## src/rtl/pipe_stage_regs_if.sv

```systemverilog
// Bundle between the hazard/fetch logic and the pipeline stage registers:
// PC source, IF/ID/EX/MEM/WB hold/flush controls, stage contents and perf counters.
interface pipe_stage_regs_if #(
  parameter int CNT_W = 32
);
  logic [31:0]      pc_next;
  logic [31:0]      instr_F;
  logic             valid_F;
  logic             pc_enable;
  logic             IF_ID_enable, IF_ID_flush;
  logic             ID_EX_enable, ID_EX_flush;
  logic             EX_ME_enable, EX_ME_flush;
  logic             ME_WB_enable, ME_WB_flush;

  logic [31:0]      pc_F;
  logic [31:0]      pc_D, instr_D;
  logic             valid_D;
  logic [31:0]      pc_E, instr_E;
  logic             valid_E;
  logic [31:0]      pc_M, instr_M;
  logic             valid_M;
  logic [31:0]      pc_W, instr_W;
  logic             valid_W;
  logic [CNT_W-1:0] retire_cnt, flush_cnt, stall_cnt;

  modport master (
    output pc_next, instr_F, valid_F, pc_enable,
           IF_ID_enable, IF_ID_flush, ID_EX_enable, ID_EX_flush,
           EX_ME_enable, EX_ME_flush, ME_WB_enable, ME_WB_flush,
    input  pc_F, pc_D, instr_D, valid_D, pc_E, instr_E, valid_E,
           pc_M, instr_M, valid_M, pc_W, instr_W, valid_W,
           retire_cnt, flush_cnt, stall_cnt
  );

  modport slave (
    input  pc_next, instr_F, valid_F, pc_enable,
           IF_ID_enable, IF_ID_flush, ID_EX_enable, ID_EX_flush,
           EX_ME_enable, EX_ME_flush, ME_WB_enable, ME_WB_flush,
    output pc_F, pc_D, instr_D, valid_D, pc_E, instr_E, valid_E,
           pc_M, instr_M, valid_M, pc_W, instr_W, valid_W,
           retire_cnt, flush_cnt, stall_cnt
  );
endinterface

```

## src/rtl/pipe_stage_regs.sv

```systemverilog
// PC register, the four RV32I pipeline stage registers with hold/flush control,
// and saturating retire/flush/stall performance counters.

// One pipeline stage register; flush outranks enable so a bubble is inserted
// even when the hazard unit also deasserts enable.
module pipe_stage_reg #(
  parameter logic [31:0] NOP_INSTR = 32'h0000_0013
) (
  input  logic        clk,
  input  logic        rst_n,
  input  logic        enable,
  input  logic        flush,
  input  logic [31:0] pc_up,
  input  logic [31:0] instr_up,
  input  logic        valid_up,
  output logic [31:0] pc,
  output logic [31:0] instr,
  output logic        valid
);
  always_ff @(posedge clk) begin
    if (!rst_n || flush) begin
      pc    <= 32'h0;
      instr <= NOP_INSTR;
      valid <= 1'b0;
    end else if (enable) begin
      pc    <= pc_up;
      instr <= instr_up;
      valid <= valid_up;
    end
  end
endmodule

module pipe_sat_cnt #(
  parameter int W = 32
) (
  input  logic         clk,
  input  logic         rst_n,
  input  logic         inc,
  output logic [W-1:0] cnt
);
  always_ff @(posedge clk) begin
    if (!rst_n)
      cnt <= '0;
    else if (inc && !(&cnt))
      cnt <= cnt + 1'b1;
  end
endmodule

module pipe_stage_regs #(
  parameter logic [31:0] RESET_PC  = 32'h0000_0000,
  parameter logic [31:0] NOP_INSTR = 32'h0000_0013,
  parameter int          CNT_W     = 32
) (
  input  logic clk,
  input  logic rst_n,
  pipe_stage_regs_if.slave bus
);
  localparam int STAGES = 4;

  logic [31:0] pc_F;

  always_ff @(posedge clk) begin
    if (!rst_n)
      pc_F <= RESET_PC;
    else if (bus.pc_enable)
      pc_F <= bus.pc_next;
  end

  // Index 0..3 = D, E, M, W; each stage's upstream is the previous index (F for D).
  logic [STAGES-1:0]       en, fl;
  logic [STAGES-1:0][31:0] up_pc, up_instr, st_pc, st_instr;
  logic [STAGES-1:0]       up_valid, st_valid;

  assign en = {bus.ME_WB_enable, bus.EX_ME_enable, bus.ID_EX_enable, bus.IF_ID_enable};
  assign fl = {bus.ME_WB_flush,  bus.EX_ME_flush,  bus.ID_EX_flush,  bus.IF_ID_flush};

  assign up_pc    = {st_pc[STAGES-2:0],    pc_F};
  assign up_instr = {st_instr[STAGES-2:0], bus.instr_F};
  assign up_valid = {st_valid[STAGES-2:0], bus.valid_F};

  pipe_stage_reg #(.NOP_INSTR(NOP_INSTR)) u_stage [STAGES-1:0] (
    .clk      (clk),
    .rst_n    (rst_n),
    .enable   (en),
    .flush    (fl),
    .pc_up    (up_pc),
    .instr_up (up_instr),
    .valid_up (up_valid),
    .pc       (st_pc),
    .instr    (st_instr),
    .valid    (st_valid)
  );

  assign bus.pc_F    = pc_F;
  assign bus.pc_D    = st_pc[0];
  assign bus.instr_D = st_instr[0];
  assign bus.valid_D = st_valid[0];
  assign bus.pc_E    = st_pc[1];
  assign bus.instr_E = st_instr[1];
  assign bus.valid_E = st_valid[1];
  assign bus.pc_M    = st_pc[2];
  assign bus.instr_M = st_instr[2];
  assign bus.valid_M = st_valid[2];
  assign bus.pc_W    = st_pc[3];
  assign bus.instr_W = st_instr[3];
  assign bus.valid_W = st_valid[3];

  // Counter lanes: 0 = retire (W leaves the stage), 1 = redirect, 2 = fetch stall.
  logic [2:0]            inc;
  logic [2:0][CNT_W-1:0] cnt;

  assign inc[0] = st_valid[3] & (bus.ME_WB_enable | bus.ME_WB_flush);
  assign inc[1] = bus.IF_ID_flush;
  assign inc[2] = ~bus.pc_enable;

  pipe_sat_cnt #(.W(CNT_W)) u_cnt [2:0] (
    .clk   (clk),
    .rst_n (rst_n),
    .inc   (inc),
    .cnt   (cnt)
  );

  assign bus.retire_cnt = cnt[0];
  assign bus.flush_cnt  = cnt[1];
  assign bus.stall_cnt  = cnt[2];
endmodule
```

## src/flat_wrapper.sv

```systemverilog
// flat-port wrapper written by rule: the top's interface ports become plain ports
module pipe_stage_regs_flat 
#(
  parameter logic [31:0] RESET_PC  = 32'h0000_0000,
  parameter logic [31:0] NOP_INSTR = 32'h0000_0013,
  parameter int          CNT_W     = 32
)
  (clk, rst_n, bus_pc_next, bus_instr_F, bus_valid_F, bus_pc_enable, bus_IF_ID_enable, bus_IF_ID_flush, bus_ID_EX_enable, bus_ID_EX_flush, bus_EX_ME_enable, bus_EX_ME_flush, bus_ME_WB_enable, bus_ME_WB_flush, bus_pc_F, bus_pc_D, bus_instr_D, bus_valid_D, bus_pc_E, bus_instr_E, bus_valid_E, bus_pc_M, bus_instr_M, bus_valid_M, bus_pc_W, bus_instr_W, bus_valid_W, bus_retire_cnt, bus_flush_cnt, bus_stall_cnt);
  pipe_stage_regs_if #(.CNT_W(CNT_W)) bus_i ();
  input  logic clk;
  input  logic rst_n;
  input wire logic [$bits(bus_i.pc_next)-1:0] bus_pc_next;
  input wire logic [$bits(bus_i.instr_F)-1:0] bus_instr_F;
  input wire logic [$bits(bus_i.valid_F)-1:0] bus_valid_F;
  input wire logic [$bits(bus_i.pc_enable)-1:0] bus_pc_enable;
  input wire logic [$bits(bus_i.IF_ID_enable)-1:0] bus_IF_ID_enable;
  input wire logic [$bits(bus_i.IF_ID_flush)-1:0] bus_IF_ID_flush;
  input wire logic [$bits(bus_i.ID_EX_enable)-1:0] bus_ID_EX_enable;
  input wire logic [$bits(bus_i.ID_EX_flush)-1:0] bus_ID_EX_flush;
  input wire logic [$bits(bus_i.EX_ME_enable)-1:0] bus_EX_ME_enable;
  input wire logic [$bits(bus_i.EX_ME_flush)-1:0] bus_EX_ME_flush;
  input wire logic [$bits(bus_i.ME_WB_enable)-1:0] bus_ME_WB_enable;
  input wire logic [$bits(bus_i.ME_WB_flush)-1:0] bus_ME_WB_flush;
  output wire logic [$bits(bus_i.pc_F)-1:0] bus_pc_F;
  output wire logic [$bits(bus_i.pc_D)-1:0] bus_pc_D;
  output wire logic [$bits(bus_i.instr_D)-1:0] bus_instr_D;
  output wire logic [$bits(bus_i.valid_D)-1:0] bus_valid_D;
  output wire logic [$bits(bus_i.pc_E)-1:0] bus_pc_E;
  output wire logic [$bits(bus_i.instr_E)-1:0] bus_instr_E;
  output wire logic [$bits(bus_i.valid_E)-1:0] bus_valid_E;
  output wire logic [$bits(bus_i.pc_M)-1:0] bus_pc_M;
  output wire logic [$bits(bus_i.instr_M)-1:0] bus_instr_M;
  output wire logic [$bits(bus_i.valid_M)-1:0] bus_valid_M;
  output wire logic [$bits(bus_i.pc_W)-1:0] bus_pc_W;
  output wire logic [$bits(bus_i.instr_W)-1:0] bus_instr_W;
  output wire logic [$bits(bus_i.valid_W)-1:0] bus_valid_W;
  output wire logic [$bits(bus_i.retire_cnt)-1:0] bus_retire_cnt;
  output wire logic [$bits(bus_i.flush_cnt)-1:0] bus_flush_cnt;
  output wire logic [$bits(bus_i.stall_cnt)-1:0] bus_stall_cnt;
  assign bus_i.pc_next = bus_pc_next;
  assign bus_i.instr_F = bus_instr_F;
  assign bus_i.valid_F = bus_valid_F;
  assign bus_i.pc_enable = bus_pc_enable;
  assign bus_i.IF_ID_enable = bus_IF_ID_enable;
  assign bus_i.IF_ID_flush = bus_IF_ID_flush;
  assign bus_i.ID_EX_enable = bus_ID_EX_enable;
  assign bus_i.ID_EX_flush = bus_ID_EX_flush;
  assign bus_i.EX_ME_enable = bus_EX_ME_enable;
  assign bus_i.EX_ME_flush = bus_EX_ME_flush;
  assign bus_i.ME_WB_enable = bus_ME_WB_enable;
  assign bus_i.ME_WB_flush = bus_ME_WB_flush;
  assign bus_pc_F = bus_i.pc_F;
  assign bus_pc_D = bus_i.pc_D;
  assign bus_instr_D = bus_i.instr_D;
  assign bus_valid_D = bus_i.valid_D;
  assign bus_pc_E = bus_i.pc_E;
  assign bus_instr_E = bus_i.instr_E;
  assign bus_valid_E = bus_i.valid_E;
  assign bus_pc_M = bus_i.pc_M;
  assign bus_instr_M = bus_i.instr_M;
  assign bus_valid_M = bus_i.valid_M;
  assign bus_pc_W = bus_i.pc_W;
  assign bus_instr_W = bus_i.instr_W;
  assign bus_valid_W = bus_i.valid_W;
  assign bus_retire_cnt = bus_i.retire_cnt;
  assign bus_flush_cnt = bus_i.flush_cnt;
  assign bus_stall_cnt = bus_i.stall_cnt;
  pipe_stage_regs #(.RESET_PC(RESET_PC), .NOP_INSTR(NOP_INSTR), .CNT_W(CNT_W)) u_core (.clk(clk), .rst_n(rst_n), .bus(bus_i));
endmodule
```

## config.mk

```make
export PLATFORM = sky130hd
export DESIGN_NAME = pipe_stage_regs_flat
export DESIGN_NICKNAME = d
export VERILOG_FILES = /design/src/rtl/pipe_stage_regs_if.sv /design/src/rtl/pipe_stage_regs.sv /design/src/flat_wrapper.sv
export SDC_FILE = /design/constraint.sdc
export NUM_CORES = 1
export LEC_CHECK = 0
export CORE_UTILIZATION = 45
export CTS_BUF_LIST = sky130_fd_sc_hd__clkbuf_8
export DETAILED_ROUTE_END_ITERATION = 10
export GPL_TIMING_DRIVEN = 0
export PLACE_DENSITY = 0.89
export SYNTH_ARGS = -nofsm -noshare
export SYNTH_HDL_FRONTEND = slang
export SYNTH_SLANG_ARGS = --single-unit
```

## constraint.sdc

```tcl
create_clock -name clk -period 5.9 [get_ports clk]
set_input_delay 1.77 -clock clk [delete_from_list [all_inputs] [get_ports clk]]
set_output_delay 1.77 -clock clk [all_outputs]
set_load 0.02 [all_outputs]
```

==> impl.org, run 1 <==
** Run status
- Result of the run :: finished clean

** Clock tree
- Clk buf depth :: 3
- The clock reaches the later pin of the worst-skew pair after about 0.61 ns.
- Number of buffers created by CTS :: between 60 and 70
- Clock Tree Root :: sky130_fd_sc_hd__clkbuf_8
- Post-CTS repair changed the size of 0 cells.
- TritonCTS built the clock tree.
- After clock tree synthesis, the clock-pin slew on the worst setup and hold paths is about 0.070 ns.
- Total setup buffers inserted after CTS :: 0
- The H-tree generated during clock tree synthesis spans 2 levels.
- Clock tree sinks :: about 390
- Post-CTS Hold Fix Bufs :: 0

** Floorplanning
- Once the floorplan was initialized, standard cells occupied 46.2% of the core.
- The core region is approximately 0.033 mm^2.
- I/O pin count :: approximately 460
- The die is between 150 and 200 um tall.
- The die is around 190 um wide.
- Die footprint :: between 0.03 and 0.04 mm^2
- The initialized floorplan defines 66 standard-cell rows.

** Timing
- Hold timing on the final database bottoms out at a slack of roughly 0.48 ns.
- The clock arrives with 0.0226 ns of skew.
- At the pin with the least slew margin, the transition time is 1.32 ns.
- Final number of hold-violating endpoints :: 0
- Relative slew margins :: about 12%
- Share of the clock period used by the worst path after layout :: roughly 65%
- Setup violations remaining at the end of the flow were counted as 0.
- Based on the critical path, the design can be clocked at up to roughly 0.26 GHz.
- The smallest clock period supported by the final layout is computed as 3.83 ns.
- Setup repair after global routing left no endpoint under its margin.
- Total Negative Setup Slacks :: 0 ns
- Max-slew violation count :: 0

** Worst hold path
- Along the worst hold path, the cell count comes to 1.
- Hold Path Class :: flop to flop
- Worst Hold Launch :: u_core.u_stage[2].instr[4]$_SDFFE_PP1P_
- Worst hold path endpoint :: u_core.u_stage[3].instr[4]$_SDFFE_PP1P_

** Worst setup path
- CP most frequent cell :: sky130_fd_sc_hd__clkbuf_1
- Reg2Reg Launch Point :: u_core.u_cnt[0].cnt[6]$_SDFFE_PN0P_
- Worst endpoint required time :: around 6.4 ns
- Setup CP Type :: input port to flop
- For this run, the slowest stage of the critical path takes 0.48 ns.
- Data arrives at the worst endpoint at 4.29 ns.
- Top fanout value on the critical path :: 10
- Number of cells on the worst reg-to-reg path :: 6
- The worst setup path is captured at a flop.
- The largest individual stage delay along the critical path comes from the cell sky130_fd_sc_hd__clkdlybuf4s50_1.
- Worst setup SP type :: input port
- CP Cell Sequence :: clkdlybuf4s50_1, clkbuf_1, inv_1, clkbuf_1, buf_1, nor2_1
- Reg2Reg Capture Point :: u_core.u_cnt[0].cnt[21]$_SDFFE_PN0P_
- R2r setup slk :: between 3 and 4 ns

** Logic synthesis
- Xor and xnor fraction of the mapped netlist area :: under 10%
- In this run, distinct cell masters in the synthesized netlist total 67.
- In this run, synthesis produced a sequential element count of slightly below 400.
- Of the total synthesized cell area, the portion taken by AND, OR, NAND and NOR gates is approximately 18%.
- By area the synthesized netlist is led by sky130_fd_sc_hd__dfxtp_1 51%, sky130_fd_sc_hd__mux2i_1 19%, sky130_fd_sc_hd__nor2_1 8.1%.
- By area, the combinational part of the netlist is dominated by multiplexers.
- In this run the biggest area consumer among cell types represents 51.3% of the synthesized area.
- Dividing the synthesized area by the synthesized cell count gives between 9 and 10 um^2.
- Number of nets in the synthesized netlist :: about 1,600
- Summing the sequential cell areas from Yosys gives between 50% and 60% of the chip area.
- Cell type with the highest aggregate area in the netlist :: sky130_fd_sc_hd__dfxtp_1
- In the synthesized netlist, mux cells make up around a fifth of the area.
- For this run, asynchronously set or reset flops after synthesis account for 0%.
- Summing every instance area after synthesis gives 0.0151 mm^2.
- Number of enable-type register cells in the synthesized netlist :: 0
- For this run, the number of Yosys warnings is 0.
- Among all flip-flop cells after synthesis, the most frequent one is sky130_fd_sc_hd__dfxtp_1.
- Adder-Cell Fraction of Synth Area :: less than 1%
- Synthesis handed over a netlist of 1,521 instances.
- Share of the synthesized area in compound gates (AO/OA/AOI/OAI) :: 6.58%

** Placed design
- Port buffering added 460 buffers.
- Post-detailed-placement cell area :: 0.0203 mm^2
- Final weighted congestion of routability-driven global placement :: 0.878
- The HPWL after detailed placement is roughly 38 mm.

** Pwr
- Worst-case vdd ir drop :: between 0.00015 and 0.0002 V
- For this design the ratio of total power to cell area is ~250 mW/mm^2.
- Leakage component of the power :: approximately 0.0083 uW

** Routing
- After detailed routing, the number of vias per cell comes to approximately 5.5.
- Total wire length after detailed routing :: about 54 mm
- Number of violations reported at the end of detailed-routing iteration 0 :: between 700 and 800
- In the routed design, unresolved DRC markers number 0.
- DR WL/cell :: approximately 21 um
- Via Count :: between 10,000 and 15,000
- The first detailed-routing pass ran for 5 iterations.
- Post-route antenna net violation count :: 0

** Global routing
- Global-route wire length before repair :: 79.2 mm
- Entering global routing, the biggest net connects 18 pins.
- The via count of the first global-routing pass came to around 14,000.
- Global-route congestion overflow total :: 0
- Number of antenna violations at the first check in global routing :: 5
- GRT Overall Usage :: between 20% and 30%

** Final layout
- Post-route cell area :: 0.0216 mm^2
- Synthesis-to-finish area growth :: 42.8%
- The final layout contains between 2,000 and 2,500 nets.
- Share of post-route cells with drive strength above 1 :: between 6 and 7%

** Job
- Max-Cap Viols :: 0
==> layer usage <==
layer,vias to the layer above,share of wire (%),track usage [%]
met5,-,0.067,0
met1,6668,37,32.4
met2,657,48,50.5
li1,6399,-,-
met3,175,10,10.6
met4,6,5.3,17.2
==> how the worst max path moves through the flow <==
stage / from / end / slack (ns)
3_3_place_gp: bus_EX_ME_enable / u_core.u_stage[2].instr[29]$_SDFFE_PP0P_ / 1.68
2_1_floorplan: bus_ME_WB_enable / u_core.u_cnt[0].cnt[17]$_SDFFE_PN0P_ / 2.57
3_5_place_dp: bus_ID_EX_enable / u_core.u_stage[1].instr[10]$_SDFFE_PP0P_ / 1.61
6_report: rst_n / u_core.bus.pc_F[2]$_SDFFE_PN0P_ / 2.07
5_1_grt: rst_n / u_core.bus.pc_F[2]$_SDFFE_PN0P_ / 2.03
4_1_cts: bus_ID_EX_enable / u_core.u_stage[1].pc[3]$_SDFFE_PP0P_ / 2.16
==> layout by cell type (no fill, tap or decap), types with 10 or more instances in the layout <==
cell type / netlist / final
sky130_fd_sc_hd__clkbuf_1: 46 / 46
sky130_fd_sc_hd__nor2b_1: 11 / 11
sky130_fd_sc_hd__o21ai_0: 18 / 18
sky130_fd_sc_hd__and4_1: 15 / 15
sky130_fd_sc_hd__dfxtp_1: 388 / 388
sky130_fd_sc_hd__nand2_1: 50 / 50
sky130_fd_sc_hd__nand3_1: 35 / 35
sky130_fd_sc_hd__a211o_1: 10 / 10
sky130_fd_sc_hd__a21oi_1: 40 / 40
sky130_fd_sc_hd__nor4_1: 10 / 10
sky130_fd_sc_hd__buf_1: 30 / 30
sky130_fd_sc_hd__or3_1: 23 / 23
sky130_fd_sc_hd__mux2i_1: 294 / 294
sky130_fd_sc_hd__clkdlybuf4s50_1: 0 / 460
sky130_fd_sc_hd__nor2_1: 325 / 325
sky130_fd_sc_hd__or4_1: 16 / 16
sky130_fd_sc_hd__buf_2: 10 / 10
sky130_fd_sc_hd__nand4_1: 24 / 24
sky130_fd_sc_hd__xor2_1: 12 / 12
sky130_fd_sc_hd__inv_1: 11 / 29
sky130_fd_sc_hd__o21ai_1: 10 / 10
sky130_fd_sc_hd__o31ai_1: 16 / 16
sky130_fd_sc_hd__xnor2_1: 23 / 23
sky130_fd_sc_hd__and3_1: 12 / 12
sky130_fd_sc_hd__clkbuf_8: 0 / 85
sky130_fd_sc_hd__nand2b_1: 12 / 12
==> critical path, delay by kind of cell <==
family / cells / cell delay, ns
buf+inv: 5 / 2.03
simple gates: 1 / 0.47
==> sequential cells by signal, indices dropped and copies added, names as in the netlist <==
register / cells
u_core.u_stage.instr: 128
u_core.u_cnt.cnt: 96
u_core.u_stage.pc: 128
u_core.bus.pc_F: 32
u_core.u_stage.valid: 4
==> power breakdown <==
part           leakage (uW)  total (uW)  internal [uW]  switching (uW)
sequential          0.00314        2680           2650            31.3
combinational       0.00441         398            174             224
clock              0.000756        2370           1280            1090
total               0.00831        5460           4110            1350
==> per-stage QoR <==
step           utilization (%)  instances  power [uW]  setup WS [ns]
2_1_floorplan                -       1521        2940           2.57
3_3_place_gp              61.9       2423        3120           1.68
3_5_place_dp              61.9       2423        3130           1.61
4_1_cts                   65.9       2537        5480           2.16
5_1_grt                   65.9       2538        5630           2.03
6_report                  65.9       2539        5460           2.07
==> synthesized netlist by cell type, types with 5 or more instances <==
library cell / instances
sky130_fd_sc_hd__a211o_1: 10
sky130_fd_sc_hd__a211oi_1: 5
sky130_fd_sc_hd__a21oi_1: 40
sky130_fd_sc_hd__a31oi_1: 5
sky130_fd_sc_hd__and3_1: 12
sky130_fd_sc_hd__and4_1: 15
sky130_fd_sc_hd__buf_1: 30
sky130_fd_sc_hd__buf_2: 10
sky130_fd_sc_hd__clkbuf_1: 46
sky130_fd_sc_hd__dfxtp_1: 388
sky130_fd_sc_hd__inv_1: 11
sky130_fd_sc_hd__mux2i_1: 294
sky130_fd_sc_hd__nand2_1: 50
sky130_fd_sc_hd__nand2b_1: 12
sky130_fd_sc_hd__nand3_1: 35
sky130_fd_sc_hd__nand4_1: 24
sky130_fd_sc_hd__nor2_1: 325
sky130_fd_sc_hd__nor2b_1: 11
sky130_fd_sc_hd__nor3_1: 6
sky130_fd_sc_hd__nor4_1: 10
sky130_fd_sc_hd__o211ai_1: 5
sky130_fd_sc_hd__o21a_1: 5
sky130_fd_sc_hd__o21ai_0: 18
sky130_fd_sc_hd__o21ai_1: 10
sky130_fd_sc_hd__o31ai_1: 16
sky130_fd_sc_hd__or3_1: 23
sky130_fd_sc_hd__or4_1: 16
sky130_fd_sc_hd__xnor2_1: 23
sky130_fd_sc_hd__xor2_1: 12
==> logic make-up (layout without fill, tap and decap cells) <==
| family | Yosys count | count (layout) |
|---|---|---|
| fa+ha+maj | 3 | 3 |
| xor+xnor | 35 | 35 |
| other cells | 0 | 2 |
| simple gates | 561 | 561 |
| buf+inv | 99 | 673 |
| mux | 295 | 295 |
| compound gates | 140 | 140 |
| flops | 388 | 388 |
==> area by class of cell <==
type / instances / area [um^2]
Tap cell: 442 / 553
Clock inverter: 29 / 144
Antenna cell: 2 / 5.00
Timing Repair Buffer: 460 / 4600
Fill cell: 2387 / 11200
Clock buffer: 85 / 1170
Inverter: 11 / 41.3
Multi-Input combinational cell: 1034 / 6980
Buffer: 88 / 350
Sequential cell: 388 / 7770
Note: power is estimated with default switching activity, not from simulation.
==> run 2: changes to the inputs <==
--- a/config.mk
+++ b/config.mk
@@ -5,11 +5,11 @@
 export SDC_FILE = /design/constraint.sdc
 export NUM_CORES = 1
 export LEC_CHECK = 0
-export CORE_UTILIZATION = 45
+export CORE_UTILIZATION = 44
 export CTS_BUF_LIST = sky130_fd_sc_hd__clkbuf_8
 export DETAILED_ROUTE_END_ITERATION = 10
 export GPL_TIMING_DRIVEN = 0
-export PLACE_DENSITY = 0.89
+export PLACE_DENSITY = 0.91
 export SYNTH_ARGS = -nofsm -noshare
 export SYNTH_HDL_FRONTEND = slang
 export SYNTH_SLANG_ARGS = --single-unit
==> constraint.sdc (replaced) <==
create_clock -name clk -period 3.5 [get_ports clk]
set_input_delay 1.05 -clock clk [delete_from_list [all_inputs] [get_ports clk]]
set_output_delay 1.05 -clock clk [all_outputs]
set_load 0.02 [all_outputs]
==> impl.org, run 2 (same netlist as run 1, synthesis figures left out) <==
** Global routing
- The via count of the first global-routing pass was approximately 14,000.
- Global-route congestion overflow total :: 0
- GRT Overall Usage :: roughly 30%
- Global-route wire length before repair :: between 80 and 90 mm
- Entering global routing, the biggest net connects 11 pins.
- The initial antenna violation count was 2.

** Routing
- For this run, the detailed router's first-pass iteration total came to 6.
- Once detail routing completed, the nets flagged for antenna violations numbered 0.
- DR WL/cell :: 21.1 um
- In the routed design, unresolved DRC markers number 0.
- Via Count :: roughly 14,000
- Dividing the detail-routed via count by the number of cells gives 5.49.
- Number of violations reported at the end of detailed-routing iteration 0 :: about 860
- Total wire length after detailed routing :: 53.7 mm

** Worst setup path
- STA classifies the critical path endpoint as a flop.
- Worst setup SP type :: input port
- Data on the critical path is required at its endpoint by 3.97 ns.
- Setup CP Type :: input port to flop
- Data arrival at the endpoint of the critical path :: about 3.6 ns
- R2r setup slk :: about 1.1 ns
- Top fanout value on the critical path :: 10

** Timing
- Clock tree skew after final layout :: approximately 0.034 ns
- Total Negative Setup Slacks :: 0 ns
- Max-slew violation count :: 0
- The worst path uses between 80% and 90% of the clock period.
- Hold is met by just under 0.5 ns.
- The count of endpoints failing hold in the final timing report is 0.
- At the pin with the least slew margin, the transition time is approximately 1.3 ns.
- Minimum period implied by the final worst setup slack :: between 3 and 4 ns
- Unrepaired setup endpoints after global routing :: false
- Endpoints failing setup :: 0
- In this run the tightest slew margin relative to its limit is 13.9%.
- Highest attainable clock frequency :: 0.323 GHz

** Job
- Max-cap violations in this run came to 0.

** Pwr
- Internal Pwr Total :: about 7300 uW
- Summed over all cells, the static leakage comes to around 0.0084 uW.
- Net switching is around a quarter of the power.
- Worst-case vdd ir drop :: around 0.0005 V
- Power Density :: between 400 and 500 mW/mm^2
- Net switching power :: between 2000 and 2500 uW
- Total power for the finished layout comes to just under 10,000 uW.
- Portion of total power attributed to combinational logic :: 6.9%
- Clock share of power :: between 40% and 50%
- Of the total power, registers draw a little under half.

** Floorplanning
- The die covers 0.0352 mm^2.
- The initial utilization of the core area, before any placement, comes to between 40% and 50%.
- In this run the count of I/O pins placed on the die edge is roughly 460.
- Measured along the x axis, the die boundary spans 187 um.
- Overall die height :: about 190 um
- The floorplan step defined a core boundary enclosing 0.0337 mm^2.
- The initialized floorplan defines 67 standard-cell rows.

** Final layout
- The library cells used most frequently in the layout, excluding fill and tap cells, are 460 x sky130_fd_sc_hd__clkdlybuf4s50_1, 388 x sky130_fd_sc_hd__dfxtp_1, 325 x sky130_fd_sc_hd__nor2_1.
- Final-stage net count :: approximately 2,100
- Share of post-route cells with drive strength above 1 :: roughly 6.5%
- Registers with the most flip-flops :: u_core.u_stage.instr x128, u_core.u_stage.pc x128, u_core.u_cnt.cnt x96
- From synthesis to final layout, the design area changed by 43.8%.
- Cells fill 64.6% of the core in the end.
- Most common cell after layout, fill and taps aside :: sky130_fd_sc_hd__clkdlybuf4s50_1

** Worst hold path
- The tightest min-delay check is of the flop to flop type.

** Clock tree
- TritonCTS built the clock tree.
- Htree depth :: 3
- TritonCTS created between 60 and 70 clock buffers.
- Cells resized by post-CTS repair :: 0
- Clock Tree Root :: sky130_fd_sc_hd__clkbuf_8
- Total setup buffers inserted after CTS :: 0
- Clock latency on the worst-skew pair, taken at its later pin, is just over 0.6 ns.
- Buffers inserted to repair hold after CTS numbered 0.
- Clock-pin slew was measured on the worst setup and hold paths at around 0.060 ns.
- The clock passes through at most 3 buffers.
- The tree built by TritonCTS fans out to between 300 and 400 sinks.

** Placed design
- Port Buffer Count :: 460
- Post-DP HPWL :: roughly 38 mm
- The congestion estimate from routability-driven global placement came to 0.931.

** Run status
- Result of the run :: finished clean
-- run 2: cell count changes in the layout (fill, tap and decap cells not counted), sizes merged --
cell	change
clkbuf	+3
clkinvlp	+3
bufinv	+4
clkinv	-4
inv	+1
-- run 2: worst paths after layout --
| check | startpoint | endpoint | depth (start not counted) |
|---|---|---|---|
| max | bus_EX_ME_enable | u_core.u_stage[2].pc[3]$_SDFFE_PP0P_ | 5 |
| min | u_core.u_stage[2].instr[1]$_SDFFE_PP1P_ | u_core.u_stage[3].instr[1]$_SDFFE_PP1P_ | 1 |
| max reg2reg | u_core.u_cnt[2].cnt[25]$_SDFFE_PN0P_ | u_core.u_cnt[2].cnt[17]$_SDFFE_PN0P_ | 8 |
| min reg2reg | u_core.u_stage[2].instr[1]$_SDFFE_PP1P_ | u_core.u_stage[3].instr[1]$_SDFFE_PP1P_ | 1 |
-- run 2: metal layers --
metal	part of all wire, %	global-route usage (%)
met5	0	0
met4	4.9	15.2
met3	8.9	9.31
met2	49	51.7
met1	38	32.2
-- run 2: power groups by stage --
stage	clock network [uW]	logic (uW)	registers, uW
2_1_floorplan	0	285	4670
3_3_place_gp	0	645	4620
3_5_place_dp	0	659	4620
4_1_cts	4500	668	4530
5_1_grt	4720	703	4530
6_report	4450	669	4530
-- run 2: final cells by class --
cell class	instances	area (um^2)
Fill cell	2495	11900
Sequential cell	388	7770
Multi-Input combinational cell	1034	6980
Timing Repair Buffer	460	4600
Clock buffer	88	1210
Tap cell	448	561
Buffer	88	350
Clock inverter	33	256
Inverter	11	41.3
Antenna cell	2	5.00
-- run 2: worst max-delay path, stage by stage --
cell	delay (ns)
sky130_fd_sc_hd__clkdlybuf4s50_1	0.56
sky130_fd_sc_hd__buf_1	0.73
sky130_fd_sc_hd__buf_1	0.72
sky130_fd_sc_hd__mux2i_1	0.42
sky130_fd_sc_hd__nor2_1	0.09
-- run 2: metrics by stage --
step | instances | area, um^2 | setup slack, ns
final | 2552 | 21800 | 0.403
after global routing | 2552 | 21800 | 0.338
after CTS | 2550 | 21800 | 0.463
after detailed placement | 2429 | 20300 | -0.186
after global placement | 2429 | 20300 | -0.0550
after floorplan | 1521 | 15100 | 0.886
==> run 3: changes to the inputs <==
--- a/config.mk
+++ b/config.mk
@@ -9,6 +9,7 @@
 export CTS_BUF_LIST = sky130_fd_sc_hd__clkbuf_8
 export DETAILED_ROUTE_END_ITERATION = 10
 export GPL_TIMING_DRIVEN = 0
+export HOLD_SLACK_MARGIN = 0.08
 export PLACE_DENSITY = 0.91
 export SYNTH_ARGS = -nofsm -noshare
 export SYNTH_HDL_FRONTEND = slang
==> results of run 3 <==
Final layout, timing and power as in run 2 (identical DEF).
